`src/rtl/mem_arb_pkg.sv`:
```
// Shared constants for the unified IF/MEM memory arbiter: FSM encoding,
// owner ids, full byte-enable mask and the saturating streak helper.
package mem_arb_pkg;

  localparam logic [1:0] ST_IDLE  = 2'd0;
  localparam logic [1:0] ST_ISSUE = 2'd1;
  localparam logic [1:0] ST_WAIT  = 2'd2;
  localparam logic [1:0] ST_DONE  = 2'd3;

  localparam logic OWN_IF = 1'b0;
  localparam logic OWN_DM = 1'b1;

  localparam logic [3:0] BE_ALL = 4'b1111;

  localparam int unsigned CNT_W    = 4;
  localparam int unsigned STREAK_W = 4;

  function automatic logic [STREAK_W-1:0] sat_inc(input logic [STREAK_W-1:0] val,
                                                  input logic [STREAK_W-1:0] lim);
    return (val >= lim) ? lim : val + STREAK_W'(1);
  endfunction

endpackage

```
`src/rtl/mem_arb_pick.sv`:
```
// Winner select between fetch and data requesters, with the data-side
// streak that bounds how long a pending fetch can be starved.
module mem_arb_pick
  import mem_arb_pkg::*;
#(
  parameter int unsigned STARVE_MAX = 4
) (
  input  logic                if_req_i,
  input  logic                dm_req_i,
  input  logic [STREAK_W-1:0] streak_i,
  output logic                grant_dm_o,
  output logic [STREAK_W-1:0] streak_nxt_o
);

  localparam logic [STREAK_W-1:0] LIM = STREAK_W'(STARVE_MAX);

  logic grant_dm_c;

  // Data wins ties until the streak limit is reached, then fetch is forced.
  always_comb begin
    grant_dm_c   = dm_req_i & (~if_req_i | (streak_i != LIM));
    streak_nxt_o = '0;
    if (grant_dm_c && if_req_i) begin
      streak_nxt_o = sat_inc(streak_i, LIM);
    end
    grant_dm_o = grant_dm_c;
  end

endmodule

```
`src/rtl/unified_mem_arbiter.sv`:
```
// Shares one single-port fixed-latency memory between instruction fetch and
// load/store, sequencing each access through IDLE/ISSUE/WAIT/DONE.
module unified_mem_arbiter
  import mem_arb_pkg::*;
#(
  parameter int unsigned ADDR_W     = 10,
  parameter int unsigned MEM_LAT    = 2,
  parameter int unsigned STARVE_MAX = 4
) (
  input  logic              clk,
  input  logic              rst,
  input  logic              if_req,
  input  logic [ADDR_W-1:0] if_addr,
  output logic [31:0]       if_rdata,
  output logic              if_ack,
  input  logic              dm_req,
  input  logic              dm_we,
  input  logic [ADDR_W-1:0] dm_addr,
  input  logic [31:0]       dm_wdata,
  input  logic [3:0]        dm_be,
  output logic [31:0]       dm_rdata,
  output logic              dm_ack,
  output logic              mem_en,
  output logic              mem_we,
  output logic [ADDR_W-1:0] mem_addr,
  output logic [31:0]       mem_wdata,
  output logic [3:0]        mem_be,
  input  logic [31:0]       mem_rdata,
  output logic              stall_if,
  output logic              stall_dm,
  output logic              busy
);

  logic [1:0]          state_q,     state_d;
  logic                owner_q,     owner_d;
  logic [CNT_W-1:0]    cnt_q,       cnt_d;
  logic [STREAK_W-1:0] streak_q,    streak_d;
  logic                mem_en_q,    mem_en_d;
  logic                mem_we_q,    mem_we_d;
  logic [ADDR_W-1:0]   mem_addr_q,  mem_addr_d;
  logic [31:0]         mem_wdata_q, mem_wdata_d;
  logic [3:0]          mem_be_q,    mem_be_d;
  logic [31:0]         if_rdata_q,  if_rdata_d;
  logic [31:0]         dm_rdata_q,  dm_rdata_d;
  logic                if_ack_q,    if_ack_d;
  logic                dm_ack_q,    dm_ack_d;

  logic                grant_dm;
  logic [STREAK_W-1:0] streak_nxt;

  mem_arb_pick #(
    .STARVE_MAX (STARVE_MAX)
  ) u_pick (
    .if_req_i     (if_req),
    .dm_req_i     (dm_req),
    .streak_i     (streak_q),
    .grant_dm_o   (grant_dm),
    .streak_nxt_o (streak_nxt)
  );

  // Next-state and registered-output logic.
  always_comb begin
    state_d     = state_q;
    owner_d     = owner_q;
    cnt_d       = cnt_q;
    streak_d    = streak_q;
    mem_en_d    = 1'b0;
    mem_we_d    = mem_we_q;
    mem_addr_d  = mem_addr_q;
    mem_wdata_d = mem_wdata_q;
    mem_be_d    = mem_be_q;
    if_rdata_d  = if_rdata_q;
    dm_rdata_d  = dm_rdata_q;
    if_ack_d    = 1'b0;
    dm_ack_d    = 1'b0;

    case (state_q)
      ST_IDLE: begin
        if (if_req || dm_req) begin
          state_d     = ST_ISSUE;
          owner_d     = grant_dm ? OWN_DM : OWN_IF;
          mem_en_d    = 1'b1;
          mem_we_d    = grant_dm & dm_we;
          mem_addr_d  = grant_dm ? dm_addr : if_addr;
          mem_wdata_d = grant_dm ? dm_wdata : 32'h0;
          mem_be_d    = (grant_dm && dm_we) ? dm_be : BE_ALL;
          streak_d    = streak_nxt;
        end
      end
      ST_ISSUE: begin
        cnt_d   = CNT_W'(MEM_LAT - 1);
        state_d = ST_WAIT;
      end
      ST_WAIT: begin
        // Count down to the cycle in which mem_rdata is valid.
        if (cnt_q == '0) begin
          state_d = ST_DONE;
          if (owner_q == OWN_DM) begin
            dm_ack_d = 1'b1;
            if (!mem_we_q) begin
              dm_rdata_d = mem_rdata;
            end
          end else begin
            if_ack_d   = 1'b1;
            if_rdata_d = mem_rdata;
          end
        end else begin
          cnt_d = cnt_q - CNT_W'(1);
        end
      end
      ST_DONE: begin
        state_d = ST_IDLE;
      end
      default: begin
        state_d = ST_IDLE;
      end
    endcase
  end

  always_ff @(posedge clk) begin
    if (rst) begin
      state_q     <= ST_IDLE;
      owner_q     <= OWN_IF;
      cnt_q       <= '0;
      streak_q    <= '0;
      mem_en_q    <= 1'b0;
      mem_we_q    <= 1'b0;
      mem_addr_q  <= '0;
      mem_wdata_q <= '0;
      mem_be_q    <= '0;
      if_rdata_q  <= '0;
      dm_rdata_q  <= '0;
      if_ack_q    <= 1'b0;
      dm_ack_q    <= 1'b0;
    end else begin
      state_q     <= state_d;
      owner_q     <= owner_d;
      cnt_q       <= cnt_d;
      streak_q    <= streak_d;
      mem_en_q    <= mem_en_d;
      mem_we_q    <= mem_we_d;
      mem_addr_q  <= mem_addr_d;
      mem_wdata_q <= mem_wdata_d;
      mem_be_q    <= mem_be_d;
      if_rdata_q  <= if_rdata_d;
      dm_rdata_q  <= dm_rdata_d;
      if_ack_q    <= if_ack_d;
      dm_ack_q    <= dm_ack_d;
    end
  end

  assign mem_en    = mem_en_q;
  assign mem_we    = mem_we_q;
  assign mem_addr  = mem_addr_q;
  assign mem_wdata = mem_wdata_q;
  assign mem_be    = mem_be_q;
  assign if_rdata  = if_rdata_q;
  assign dm_rdata  = dm_rdata_q;
  assign if_ack    = if_ack_q;
  assign dm_ack    = dm_ack_q;

  assign stall_if = if_req & ~if_ack_q;
  assign stall_dm = dm_req & ~dm_ack_q;
  assign busy     = (state_q != ST_IDLE);

endmodule

```
`config.mk`:
```
export PLATFORM = sky130hd
export DESIGN_NAME = unified_mem_arbiter
export DESIGN_NICKNAME = d
export VERILOG_FILES = /design/src/rtl/mem_arb_pkg.sv /design/src/rtl/mem_arb_pick.sv /design/src/rtl/unified_mem_arbiter.sv
export SDC_FILE = /design/constraint.sdc
export NUM_CORES = 1
export LEC_CHECK = 0
export CORE_ASPECT_RATIO = 1.4
export CORE_MARGIN = 2
export CORE_UTILIZATION = 40
export CTS_BUF_LIST = sky130_fd_sc_hd__clkbuf_4 sky130_fd_sc_hd__clkbuf_8
export CTS_CLUSTER_DIAMETER = 100
export DETAILED_ROUTE_END_ITERATION = 16
export HOLD_SLACK_MARGIN = 0.05
export PLACE_DENSITY = 0.88
export RECOVER_POWER = 25
export SYNTH_ARGS = -nofsm -noshare
export SYNTH_HDL_FRONTEND = slang
export SYNTH_SLANG_ARGS = --single-unit
```
`constraint.sdc`:
```
create_clock -name clk -period 1.89 [get_ports clk]
set_input_delay 0.4725 -clock clk [delete_from_list [all_inputs] [get_ports clk]]
set_output_delay 0.4725 -clock clk [all_outputs]
set_load 0.1 [all_outputs]
```
Yosys cells after proc, flatten, opt, wreduce, memory -nomap -nowiden
Index checks and enable logic that the tools add are counted.
{"block": "classes", "n_addsub": 2, "magnitude_cmp": 1, "n_eq_ne": 7, "n_mux": 14, "bitwise_logic": 13, "reduce_logical": 14}
{"cell": "32-bit two-way mux", "count": 1}
{"cell": "4-bit two-way mux", "count": 4}
{"cell": "10-bit two-way mux", "count": 1}
{"cell": "1-bit NOT", "count": 8}
{"cell": "2-bit case mux with 4 select lines", "count": 1}
{"cell": "4-bit case mux with 2 select lines", "count": 1}
{"cell": "2-bit != test, second input constant", "count": 3}
{"cell": "2-bit AND reduction", "count": 3}
{"cell": "4-bit by 1-bit adder with 4-bit output, second input constant", "count": 1}
{"cell": "1-bit AND", "count": 4}
{"cell": "2-bit equality test, second input constant", "count": 2}
{"cell": "4-bit by 3-bit greater-or-equal comparator with 1-bit output, second input constant", "count": 1}
{"cell": "4-bit logical NOT", "count": 1}
{"cell": "1-bit two-way mux", "count": 4}
{"cell": "2-bit two-way mux", "count": 2}
{"cell": "4-bit by 3-bit != test with 1-bit output, second input constant", "count": 1}
{"cell": "4-bit AND reduction", "count": 1}
{"cell": "2-bit nonzero test", "count": 2}
{"cell": "4-bit by 1-bit subtractor with 4-bit output, second input constant", "count": 1}
{"cell": "3-bit AND reduction", "count": 1}
{"cell": "3-bit OR reduction", "count": 1}
{"cell": "2-bit by 1-bit equality test with 1-bit output, second input constant", "count": 1}
{"cell": "1-bit logical AND", "count": 2}
{"cell": "2-bit logical NOT", "count": 1}
{"cell": "other kinds (3)", "count": 3}
{"block": "word_totals", "reg_bits": 125, "input_bits": 93, "output_inout_bits": 117, "word_cells": 64}

Longest topological paths before layout
{"block": "logic_depth", "ltp_word": 5, "depth_mapped": 7, "depth_no_buf": 5}

By module
Synthesis repeated with hierarchy kept, for this count alone.
{"block": "unflattened", "hier_cells": 543, "hier_area_um2": 5162.5}
{"module": "unified_mem_arbiter", "instances": 1, "cells_per_inst": 528, "area_per_inst_um2": 5063.6, "seq_area_each_um2": 2502.4}
{"module": "mem_arb_pick", "instances": 1, "cells_per_inst": 15, "area_per_inst_um2": 98.8, "seq_area_each_um2": 0.0}

Least setup slack after synthesis
Ideal clock, no wire load.
{"block": "synth_path", "path_type": "in2out", "startpoint": "input port dm_req", "endpoint": "output port stall_dm", "arrival_time_ns": 2.360, "t_required_ns": 1.417, "path_slack_ns": -0.943, "path_stages": 3, "path_buffers": 2, "cell_sequence": "clkbuf_1 > clkbuf_1 > nor2b_1"}
{"block": "synth_via", "elab_chain_cells": 1}
{"item": "start: declaration", "line": "unified_mem_arbiter.sv:16", "source": "input logic dm_req,"}
{"item": "1-bit AND", "line": "unified_mem_arbiter.sv:163", "source": "assign stall_dm = dm_req & ~dm_ack_q;"}
{"item": "end: declaration", "line": "unified_mem_arbiter.sv:30", "source": "output logic stall_dm,"}
Every way passes these cells.

Worst setup path in the final report
{"block": "layout_path", "startpoint": "register cnt_q[1]", "endpoint": "register dm_rdata_q[16], in the netlist dm_rdata[16]"}
{"block": "layout_via", "elab_chain_cells": 2}
{"item": "start: declaration", "line": "unified_mem_arbiter.sv:36", "source": "logic [CNT_W-1:0] cnt_q, cnt_d;"}
{"item": "start signal: assignment", "line": "unified_mem_arbiter.sv:138", "source": "cnt_q <= cnt_d;"}
{"item": "4-bit logical NOT", "line": "unified_mem_arbiter.sv:96", "source": "if (cnt_q == '0) begin"}
{"item": "4-bit AND reduction (no line)"}
{"item": "end signal: assignment", "line": "unified_mem_arbiter.sv:146", "source": "dm_rdata_q <= dm_rdata_d;"}
{"item": "end: declaration", "line": "unified_mem_arbiter.sv:44", "source": "logic [31:0] dm_rdata_q, dm_rdata_d;"}
Every way passes these cells.
A chain may end at the register's enable or synchronous reset.

==> metrics.md <==
| Metric | Value |
|---|---|
| Total negative slack | 0 ps |
| RD Place Congestion | 0.806 |
| Final cell count without fillers | 895 |
| Overall routing resource usage | 0.266 |
| CTS tree | yes |
| F_max | 0.544 GHz |
| Total Routed Length | 18600 um |
| NumNets Final | 832 |
| Synth async-reset ratio | 0 |
| I/O pin cnt | 210 |
| Later-pin clock latency in the skew report | 430 ps |
| Hold Path Class | register to register |
| Hold path start | dm_rdata[1] |
| Cells after DPL | 854 |
| Hold-critical path depth | 2 |
| Crit-path max cell delay | 400 ps |
| Worst reg2reg path depth | 7 |
| TritonCTS buffer count | 17 |
| R2R Path End | dm_rdata[16] |
| Number of synthesized flops with an enable pin | 0 |
| Layout cells sized above 1 | 0.317 |
| Setup WS post-layout | 50.1 ps |
| Seq/Total Area, Yosys | 0.497 |
| Vias per cell | 5.70 |
| Critical path data required time | 2240 ps |
| Main synth FF type | dfxtp_1 |
| Mean Syn Cell Area | 9.62 um^2 |
| Worst Max-Slew Pin Slew | 572 ps |
| Die Y | 137 um |
| #FFs+latches synth | 125 |
| Syn Std Cell Area | 5030 um^2 |
| PD cells | 1520 nW/um^2 |
| Slew Limit Fails | 0 |
| Minimum clock period | 1840 ps |
| CP Class | register to register |
| Clock transition at path regs | 70 ps |
| Layout area overhead | 63.9% |
| Initial drt markers | 226 |
| IO buf count | 209 |
| Worst slew margin | 0.620 |
| Status | finished clean |
| Starting density of the core | 0.409 |
| Worst EP arrival | 2190 ps |
| Distinct cells, synth | 39 |
| Root buf cell | clkbuf_8 |
| N_diodes | 0 |
| CP Max Fanout | 12 |
| Drt pass-1 iters | 4 |
| Hpwl dp | 13000 um |
| Fillers | 861 |
| Worst-path cell chain | inv_2, ha_4, or3b_4, nor4_4, buf_6, clkbuf_16, mux2i_1 |
| Mapped Cells | 523 |
| R2R setup slack | 50 ps |
| Vias in the first global route | 5437 |
| Element type at the critical path end | register |
| Total core area | 12300 um^2 |
| Share of the synthesized area in the top cell type | 0.497 |
| Die Wd | 98.8 um |
| Sink Count | 125 |
| Standard-cell rows | 48 |
| ANT nets after route | 0 |
| P_leak | 3.30 nW |
| Setup violators final | 0 |
| Clock skew | 11.0 ps |
| DRC Markers | 0 |
| Vias post-DR | 5101 |
| Reg2reg start | cnt_q[1] |
| Max Cap Viol | 0 |
| Global-route wire length before repair | 28300 um |
| Largest net degree at the start of global routing | 43 |
| Critical-path top delay cell | or3b_4 |
| Post-route clock period utilization | 0.973 |
| Final Power | 12.5 mW |
| Syn. warnings | 0 |
| Hold Fails Final Rpt | 0 |
| Die Footprint | 13500 um^2 |
| VDD IR max | 0.000845 V |
| WL/cell | 20.8 um |
| H-tree level count | 4 |
| CP Launch Type | register |
| Gr ovfl total | 0 |
| Syn nets | 622 |
| Cell taking the most area after synthesis | dfxtp_1 |
| Hold Crit Endpoint | dm_rdata[1] |
| Hold buffers post-CTS | 0 |
| Largest cells by area after synthesis | dfxtp_1, mux2i_1, a32oi_1, a31o_2, nand2b_1 |
| CTS Buffer Depth | 2 |
| Pre-CTS setup slack | -267 ps |
| Initial antenna violation count | 0 |
[metal layers]
metal	up-vias	part of all wire	GRT usage
li1	2333	-	-
met3	50	0.092	0.0945
met4	0	0.033	0.131
met5	-	0	0
met2	281	0.51	0.477
met1	2437	0.36	0.272
[flip-flops by register name, summed over array words and instances (netlist names)]
| register | count |
|---|---|
| state_q | 2 |
| cnt_q | 4 |
| if_rdata | 32 |
| owner_q | 1 |
| mem_be | 4 |
| mem_addr | 10 |
| mem_we | 1 |
| mem_en | 1 |
| mem_wdata | 32 |
| if_ack | 1 |
| streak_q | 4 |
| dm_rdata | 32 |
| dm_ack | 1 |
[cell usage in the layout, fill, tap and decap left out, types with 11 or more instances in the layout]
cell type	synthesis	routed
dfxtp_1	125	122
clkdlybuf4s50_1	0	89
buf_12	0	67
clkbuf_2	0	56
nor2_1	40	40
nand2_1	37	37
nand2b_1	33	33
mux2i_1	34	33
a32oi_1	33	33
a31o_2	32	32
nor4_1	33	31
buf_4	2	25
clkbuf_8	0	20
nor3_1	14	14
o21ai_0	14	14
a211oi_1	11	11
[synth_stat cells (all sizes together), types with 2 or more instances]
library cell,n
dfxtp,125
clkbuf,49
nor2,40
nand2,37
mux2i,34
nor4,34
a32oi,33
nand2b,33
a31o,32
o21ai,15
nor3,14
a211oi,11
and4b,10
inv,10
a21oi,8
buf,6
ha,6
nand3,3
nand4,3
nor2b,3
and3,2
o211ai,2
or3,2
[worst max-delay path by stage]
stage	startpoint	endpoint	cells past startpoint
after floorplan	dm_req	stall_dm	3
after global placement	dm_req	mem_addr[7]	6
after detailed placement	dm_req	mem_addr[5]	6
after CTS	state_q[1]	busy	4
after global routing	state_q[0]	busy	4
final	cnt_q[1]	dm_rdata[16]	7
[stage by stage]
step	util	cell area [um^2]	hold WS, ps
final	0.670	8250	457
after global routing	0.670	8250	479
after CTS	0.729	8970	499
after detailed placement	0.696	8570	474
after global placement	0.696	8570	461
after floorplan	-	5050	449
[where the power goes]
part | switching (mW) | leakage [nW] | internal, mW
logic | 4.63 | 2.07 | 2.02
registers | 0.430 | 1.02 | 3.09
clock network | 1.00 | 0.206 | 1.32
total | 6.07 | 3.30 | 6.43
[logic make-up (layout without fill, tap and decap cells)]
family                   after synthesis  after routing  share of synthesized area
AND/OR/NAND/NOR                      186            186                      0.202
AO/OA/AOI/OAI                        106            106                      0.164
XOR/XNOR                               1              1                    0.00174
buffers and inverters                 65            287                     0.0530
adder cells (fa/ha/maj)                6              6                     0.0149
multiplexers                          34             34                     0.0676
flip-flops                           125            125                      0.497
[final cells by class]
cell class              instances  area [um^2]  area share
clock buffers                  24          305      0.0370
well taps                     150          188      0.0228
clock inverters                 7         87.6      0.0106
inverters                      10         37.5     0.00455
multi-input cells             333         2320       0.282
repair buffers                246         2800       0.340
flip-flops and latches        125         2510       0.304
[worst max-delay path: cells and delay by family (launching register included)]
family                   cells  cell delay [ps]
AND/OR/NAND/NOR              2              670
flip-flops                   1              340
buffers and inverters        3              420
multiplexers                 1              200
adder cells (fa/ha/maj)      1              130
[repair_timing]
item,CTS,global route
cloned,0,2
pin swaps,0,2
gates resized for setup,3,13
endpoints found under the setup margin,3,19
buffers inserted,2,6
Power figures use the tool's default switching activity.
